[config.mk]
export PLATFORM = sky130hd
export DESIGN_NAME = axis_switch_event_source
export DESIGN_NICKNAME = d
export VERILOG_FILES = /design/src/rtl/axis_switch_event_source.sv
export SDC_FILE = /design/constraint.sdc
export NUM_CORES = 1
export LEC_CHECK = 0
export BUFFER_PORTS_ARGS = -buffer_cell sky130_fd_sc_hd__buf_2
export CORE_MARGIN = 3
export CORE_UTILIZATION = 55
export CTS_CLUSTER_SIZE = 28
export DETAILED_ROUTE_END_ITERATION = 8
export PLACE_DENSITY = 0.75
export SYNTH_ARGS = -nofsm -noshare
export SYNTH_HDL_FRONTEND = slang
export SYNTH_SLANG_ARGS = --single-unit
[constraint.sdc]
create_clock -name aclk -period 4.7 [get_ports aclk]
set_input_delay 0.47 -clock aclk [delete_from_list [all_inputs] [get_ports aclk]]
set_output_delay 0.47 -clock aclk [all_outputs]
set_load 0.01 [all_outputs]
[src/rtl/axis_switch_event_source.sv]
// Switch event source: two-flop synchroniser, debouncer, 4-bit event FIFO
// presented on an AXI-Stream master port as {4'b0000, switches} bytes.
module axis_switch_event_source #(
    parameter int unsigned DEBOUNCE_CYCLES = 1000000,
    parameter int unsigned FIFO_AWIDTH     = 2
) (
    input  logic       aclk,
    input  logic       aresetn,
    input  logic [3:0] sw,
    output logic       m_axis_tvalid,
    input  logic       m_axis_tready,
    output logic [7:0] m_axis_tdata,
    output logic [3:0] stable_sw,
    output logic       overflow
);

    localparam int unsigned DEPTH = 1 << FIFO_AWIDTH;
    localparam int unsigned CNT_W = 24;
    localparam int unsigned INC_W = CNT_W + 1;
    localparam int unsigned CW    = FIFO_AWIDTH + 1;

    logic [3:0]             s1_q, s1_d;
    logic [3:0]             s2_q, s2_d;
    logic [3:0]             cand_q, cand_d;
    logic [3:0]             stable_q, stable_d;
    logic [CNT_W-1:0]       cnt_q, cnt_d;
    logic [CNT_W-1:0]       cnt_base;
    logic [INC_W-1:0]       cnt_inc;
    logic                   wr_ev;

    logic [3:0]             mem_q [DEPTH];
    logic [3:0]             mem_d [DEPTH];
    logic [FIFO_AWIDTH-1:0] wptr_q, wptr_d;
    logic [FIFO_AWIDTH-1:0] rptr_q, rptr_d;
    logic [CW-1:0]          count_q, count_d;
    logic                   ovf_q, ovf_d;
    logic                   fifo_rd, fifo_wr, fifo_full;

    // Synchroniser and debouncer; the first cycle of a new level already counts.
    always_comb begin
        s1_d     = sw;
        s2_d     = s1_q;
        cand_d   = s2_q;
        stable_d = stable_q;
        cnt_d    = '0;
        wr_ev    = 1'b0;
        cnt_base = (s2_q != cand_q) ? '0 : cnt_q;
        cnt_inc  = {1'b0, cnt_base} + INC_W'(1);
        if (s2_q != stable_q) begin
            if (cnt_inc == INC_W'(DEBOUNCE_CYCLES)) begin
                stable_d = s2_q;
                wr_ev    = 1'b1;
            end else begin
                cnt_d = CNT_W'(cnt_inc);
            end
        end
    end

    // FIFO bookkeeping; a full FIFO still accepts a write when a read frees a slot.
    always_comb begin
        mem_d     = mem_q;
        wptr_d    = wptr_q;
        rptr_d    = rptr_q;
        count_d   = count_q;
        fifo_full = (count_q == CW'(DEPTH));
        fifo_rd   = (count_q != '0) && m_axis_tready;
        fifo_wr   = wr_ev && (!fifo_full || fifo_rd);
        ovf_d     = ovf_q | (wr_ev && fifo_full && !fifo_rd);
        if (fifo_wr) begin
            mem_d[wptr_q] = s2_q;
            wptr_d        = wptr_q + FIFO_AWIDTH'(1);
        end
        if (fifo_rd) begin
            rptr_d = rptr_q + FIFO_AWIDTH'(1);
        end
        case ({fifo_wr, fifo_rd})
            2'b10:   count_d = count_q + CW'(1);
            2'b01:   count_d = count_q - CW'(1);
            default: count_d = count_q;
        endcase
    end

    // State registers, all cleared by the asynchronous reset.
    always_ff @(posedge aclk or negedge aresetn) begin
        if (!aresetn) begin
            s1_q     <= '0;
            s2_q     <= '0;
            cand_q   <= '0;
            stable_q <= '0;
            cnt_q    <= '0;
            wptr_q   <= '0;
            rptr_q   <= '0;
            count_q  <= '0;
            ovf_q    <= 1'b0;
            for (int unsigned i = 0; i < DEPTH; i++) begin
                mem_q[i] <= '0;
            end
        end else begin
            s1_q     <= s1_d;
            s2_q     <= s2_d;
            cand_q   <= cand_d;
            stable_q <= stable_d;
            cnt_q    <= cnt_d;
            wptr_q   <= wptr_d;
            rptr_q   <= rptr_d;
            count_q  <= count_d;
            ovf_q    <= ovf_d;
            mem_q    <= mem_d;
        end
    end

    assign m_axis_tvalid = (count_q != '0);
    assign m_axis_tdata  = {4'b0000, mem_q[rptr_q]};
    assign stable_sw     = stable_q;
    assign overflow      = ovf_q;

endmodule

==> After elaboration in Yosys (flattened, before gate mapping) <==
Index checks and enable logic that the tools add are counted.
{ "word_totals": {"regBits": 64, "latch_bits": 0, "mem_bits_rw": 0, "romBits": 0, "memories": 0} }
{ "op_classes": {"add_sub_neg": 5, "n_mul": 0, "div": 0, "magnitude_cmp": 3, "n_eq_ne": 6, "shift": 0, "mux": 12, "bitwise": 3, "n_reduce_logical": 11} }
{ "op_table": {"columns": ["op", "count"], "rows": [
  ["24-bit two-way mux", 3],
  ["24-bit by 1-bit adder with 25-bit output, second input constant", 1],
  ["25-bit by 20-bit equality test with 1-bit output, second input constant", 1],
  ["16-bit bitwise mux", 1],
  ["4-bit two-way mux", 3],
  ["4-bit binary-select mux with 2-bit select", 1],
  ["4-bit demux with 2-bit select", 1],
  ["4-bit inequality test", 2],
  ["3-bit greater-or-equal comparator, second input constant", 2],
  ["2-bit NOT with 3-bit output", 2],
  ["3-bit one-hot mux with 2 select lines", 1],
  ["1-bit logical AND", 5],
  ["2-bit by 1-bit adder with 2-bit output, second input constant", 2],
  ["3-bit by 1-bit adder with 3-bit output, second input constant", 1],
  ["3-bit equality test, second input constant", 1],
  ["3-bit by 1-bit < comparator with 1-bit output, second input constant", 1],
  ["3-bit nonzero test", 1],
  ["3-bit by 1-bit subtractor with 3-bit output, second input constant", 1],
  ["2-bit by 1-bit equality test with 1-bit output, second input constant", 1],
  ["2-bit equality test, second input constant", 1],
  ["1-bit logical NOT", 2],
  ["1-bit two-way mux", 2],
  ["2-bit AND reduction", 1],
  ["2-bit nonzero test", 1],
  ["other kinds (2)", 2]
]} }

==> Longest topological paths before layout <==
{ "depth": {"word_depth": 9, "ltp_mapped": 20, "depth_no_buf": 17} }

==> Worst setup path after synthesis <==
OpenSTA, ideal clock, no wires.
{ "synth_timing": {"path_kind": "register to register", "start": "register s2_q[1], in the netlist cand_d[1]", "end": "register count_q[2]", "setup_time_ns": 0.079, "arrival_time_ns": 4.094, "required_ns": 4.621, "path_slack_ns": 0.527, "path_stages_with_launch": 21, "path_buffers": 3, "path_cell_list": "dfrtp_1 -> clkbuf_1 -> xor2_1 -> nor4_4 -> clkbuf_1 -> and2_1 -> ha_1 -> nand2_1 -> nor4_1 -> and2_1 -> buf_6 -> nor3_1 -> nor4_1 -> nor2_1 -> nand4_1 -> ha_1 -> inv_1 -> fa_1 -> xor2_1 -> nor2_1 -> xor2_1"} }
{ "synth_between": {"elab_chain_len": 9} }
{ "synth_rtl": {"columns": ["item", "line", "source"], "rows": [
  ["start, declared", "23", "logic [3:0] s2_q, s2_d;"],
  ["start signal, assigned", "87", "s2_q <= '0;"],
  ["start signal, assigned", "100", "s2_q <= s2_d;"],
  ["4-bit inequality test", "47", "cnt_base = (s2_q != cand_q) ? '0 : cnt_q;"],
  ["24-bit two-way mux", "47", null],
  ["24-bit by 1-bit adder with 25-bit output", "48", "cnt_inc = {1'b0, cnt_base} + INC_W'(1);"],
  ["25-bit by 20-bit equality test with 1-bit output", "50", "if (cnt_inc == INC_W'(DEBOUNCE_CYCLES)) begin"],
  ["1-bit two-way mux", "50", null],
  ["1-bit two-way mux *", "49", "if (s2_q != stable_q) begin"],
  ["1-bit logical AND *", "67", "fifo_wr = wr_ev && (!fifo_full || fifo_rd);"],
  ["2-bit by 1-bit equality test with 1-bit output / 2-bit equality test (equally long branches)", "76", "case ({fifo_wr, fifo_rd})"],
  ["3-bit one-hot mux with 2 select lines / 2-bit nonzero test (equally long branches)", null, null],
  ["end signal, assigned", "106", "count_q <= count_d;"],
  ["end, declared", "35", "logic [CW-1:0] count_q, count_d;"]
]} }
Mark *: on every way between the ends. The rest lies on a longest branch, timed or not.
A chain may end at the register's enable or synchronous reset.

==> Final worst setup path <==
Ends and elaborated chain as after synthesis.

==> insert_results.sql <==
INSERT INTO impl_metrics (metric_group, metric, value, unit) VALUES
('status', 'status', 'complete, no violations', ''),
('routing', 'route.detailed.wl_per_inst', '16.4', 'um'),
('pwr', 'comb_power_share', '0.094', ''),
('pwr', 'power.switching_fraction', '0.251', ''),
('clock_network', 'cts-buffers-inserted', '9', ''),
('finish', 'drive_above_1_share', '0.220', ''),
('worst_setup_path', 'timing.critical_path.max_delay_family', 'simple AND/OR/NAND/NOR gates', ''),
('floorplanning', 'pin_count', '21', ''),
('floorplanning', 'die_h', '85.2', 'um'),
('synth', 'synth-seq-area-share', '0.464', ''),
('global_routing', 'first_global_vias', '2255', ''),
('routing', 'drt-total-wl', '6540', 'um'),
('finish', 'flow.area_growth_from_synthesis', '8.92', '%'),
('pwr', 'seqPwrFrac', '0.500', ''),
('worst_setup_path', 'critical_path.max_fanout', '9', ''),
('placement', 'dp_hpwl', '4590', 'um'),
('pwr', 'p_int', '933', 'uW'),
('floorplanning', 'floorplan.rows', '28', ''),
('worst_setup_path', 'worstSetupStartpointType', 'flip-flop', ''),
('routing', 'final_antenna_net_count', '0', ''),
('clock_network', 'cts.sinks', '64', ''),
('synth', 'synth.avg_cell_area', '11.2', 'um2'),
('routing', 'remaining_drc_errors', '0', ''),
('finish', 'nNetsFinal', '333', ''),
('finish', 'final_cell_mix', 'dfrtp_1 (64), xor2_1 (25), nor2_1 (22), nand2_1 (20)', ''),
('placement', 'io_buffer_count', '16', ''),
('worst_setup_path', 'cp.buffers_inverters', '1', ''),
('clock_network', 'clock_latency', '0.34', 'ns'),
('routing', 'vias_per_cell', '5.72', ''),
('synth', 'ys_types', '51', ''),
('pwr', 'clock_power_share', '0.407', ''),
('worst_setup_path', 'required', '4.96', 'ns'),
('routing', 'drt-pass1-iter-count', '4', ''),
('worst_setup_path', 'critical_path_class', 'reg2reg', ''),
('synth', 'synthesis.area', '0.00345', 'mm2'),
('placement', 'place_congestion', '0.902', ''),
('timing', 'totalNegativeSetupSlack', '0', 'ns'),
('clock_network', 'cts_tree', 'built', ''),
('synth', 'synth_instances', '307', ''),
('timing', 'unrepaired_setup_endpoints_after_global_routing', 'no', ''),
('timing', 'max_freq', '239', 'MHz'),
('clock_network', 'cts_hold_buffers', '0', ''),
('timing', 'ratio_of_final_minimum_period_to_clock_period', '0.891', ''),
('floorplanning', 'fp.coreArea', '0.00599', 'mm2'),
('clock_network', 'htree_levels', '3', ''),
('finish', 'layoutNonFillerInstCount', '398', ''),
('finish', 'leading_cell_type_in_the_layout_fill_and_taps_excluded', 'dfrtp_1', ''),
('timing', 'tightest_slew', '0.780', 'ns'),
('floorplanning', 'floorplan.die_area', '0.00726', 'mm2'),
('routing', 'routed-via-count', '2278', ''),
('synth', 'yosysWarnings', '0', ''),
('pwr', 'p_leak', '0.00171', 'uW'),
('timing', 'timing.final.crit_period', '4.19', 'ns'),
('synth', 'synthArstFlopShare', '1.00', ''),
('timing', 'finalClockSkew', '0.0120', 'ns'),
('floorplanning', 'initial_util', '0.576', ''),
('synth', 'yosys_register_bits', '64', ''),
('floorplanning', 'chipWidth', '85.2', 'um'),
('placement', 'placed_cells', '383', ''),
('timing', 'slew_headroom', '0.480', ''),
('clock_network', 'cts.path.max_buffers', '2', ''),
('worst_setup_path', 'timing.critical_path.mode_cell', 'xor2_1', ''),
('global_routing', 'global_route_wire_length_before_repair', '11300', 'um'),
('timing', 'final_setup_fails', '0', ''),
('synth', 'synth_edf_count', '0', ''),
('run', 'drv_cap', '0', ''),
('clock_network', 'cts_root_buffer', 'clkbuf_8', ''),
('clock_network', 'clk_pin_slew_worst_paths', '0.07', 'ns'),
('pwr', 'power_per_cell_area', '331', 'mW/mm2'),
('synth', 'yosys_most_used_dff', 'dfrtp_1', ''),
('global_routing', 'grt_antenna_before_repair', '0', '');
power groups by stage:
stage / clock network [uW] / registers, uW / logic (uW)
6_report: 506 / 622 / 117
5_1_grt: 535 / 629 / 132
4_1_cts: 514 / 623 / 119
3_5_place_dp: 0 / 633 / 119
3_3_place_gp: 0 / 632 / 115
2_1_floorplan: 0 / 610 / 108
final timing paths:
kind	slack (ns)	from	cells after the start	end
min	0.24	sw[0]	1	s1_q[0]
min reg2reg	0.35	s1_q[1]	0	cand_d[1]
max	0.51	cand_d[1]	17	count_q[2]
min in group asynchronous	0.29	aresetn	2	mem_q[14]
max in group asynchronous	3.89	aresetn	2	cnt_q[7]
max reg2reg	0.51	cand_d[1]	17	count_q[2]
registers in the layout, summed over array words and instances, names as in the netlist:
register,count
cand_d,4
wptr_q,2
stable_sw,4
cnt_q,24
count_q,3
overflow,1
mem_q,16
cand_q,4
s1_q,4
rptr_q,2
worst register-to-register path, stage by stage, from the launching register on:
cell and delay (ns):
dfrtp_1 0.48, xor2_1 0.21, nor4_4 0.33, and2_1 0.20
ha_1 0.22, nand2_1 0.17, nor4_1 0.35, and2_1 0.36
nor3_1 0.11, nor4_1 0.48, nor2_1 0.10, nand4_1 0.10
ha_1 0.18, inv_1 0.06, fa_1 0.37, xor2_1 0.15
nor2_1 0.11, xor2_1 0.15
synthesized netlist by cell type (4+ instances only):
library cell / instances / area, um2
dfrtp_1: 64 / 1600
xor2_1: 25 / 219
nor2_1: 22 / 82.6
nand2_1: 20 / 75.1
mux2_4: 16 / 240
nor3_1: 14 / 70.1
xnor2_1: 11 / 96.3
clkbuf_1: 10 / 37.5
nand3_1: 10 / 50.1
nor4_1: 9 / 56.3
buf_4: 7 / 52.6
inv_1: 7 / 26.3
nand4_1: 7 / 43.8
and3_1: 6 / 37.5
buf_2: 6 / 30.0
ha_1: 6 / 75.1
and2_1: 5 / 31.3
mux2_2: 5 / 56.3
a31oi_1: 4 / 25.0
mux4_2: 4 / 90.1
nor4b_1: 4 / 35.0
or4_1: 4 / 30.0
logic make-up (layout without fill, tap and decap cells):
kind of cell,count (synthesis),in the layout,share of synthesized area
fa+ha+maj,7,7,0.0275
flops,64,64,0.464
buf+inv,31,44,0.0457
other cells,1,4,0.00109
simple gates,117,117,0.193
xor+xnor,36,36,0.0913
mux,26,26,0.115
compound gates,25,25,0.0623
per-stage QoR:
step | instance area [um2] | power (uW) | setup WS (ns) | util | hold slack (ns)
after floorplan | 3460 | 718 | 0.527 | - | 0.174
after global placement | 3550 | 747 | 0.722 | 0.593 | 0.334
after detailed placement | 3550 | 753 | 0.536 | 0.593 | 0.335
after CTS | 3760 | 1260 | 0.505 | 0.628 | 0.226
after global routing | 3760 | 1300 | 0.0768 | 0.628 | 0.222
final | 3760 | 1250 | 0.512 | 0.628 | 0.241
layout make-up:
type,count,area (um2)
clock buffers,9,124
clock inverters,6,85.1
fillers,480,2230
inverters,7,26.3
multi-input cells,215,1700
flip-flops and latches,64,1600
well taps,75,93.8
repair buffers,22,125
metal layers:
layer  wire length (um)  global-route usage  vias up
li1                   -                   -     1114
met1               3270               0.296     1095
met2               2900               0.280       58
met3                271              0.0340       11
met4                103              0.0777        0
met5                  0                   0        -
Note: power is estimated with default switching activity, not from simulation.
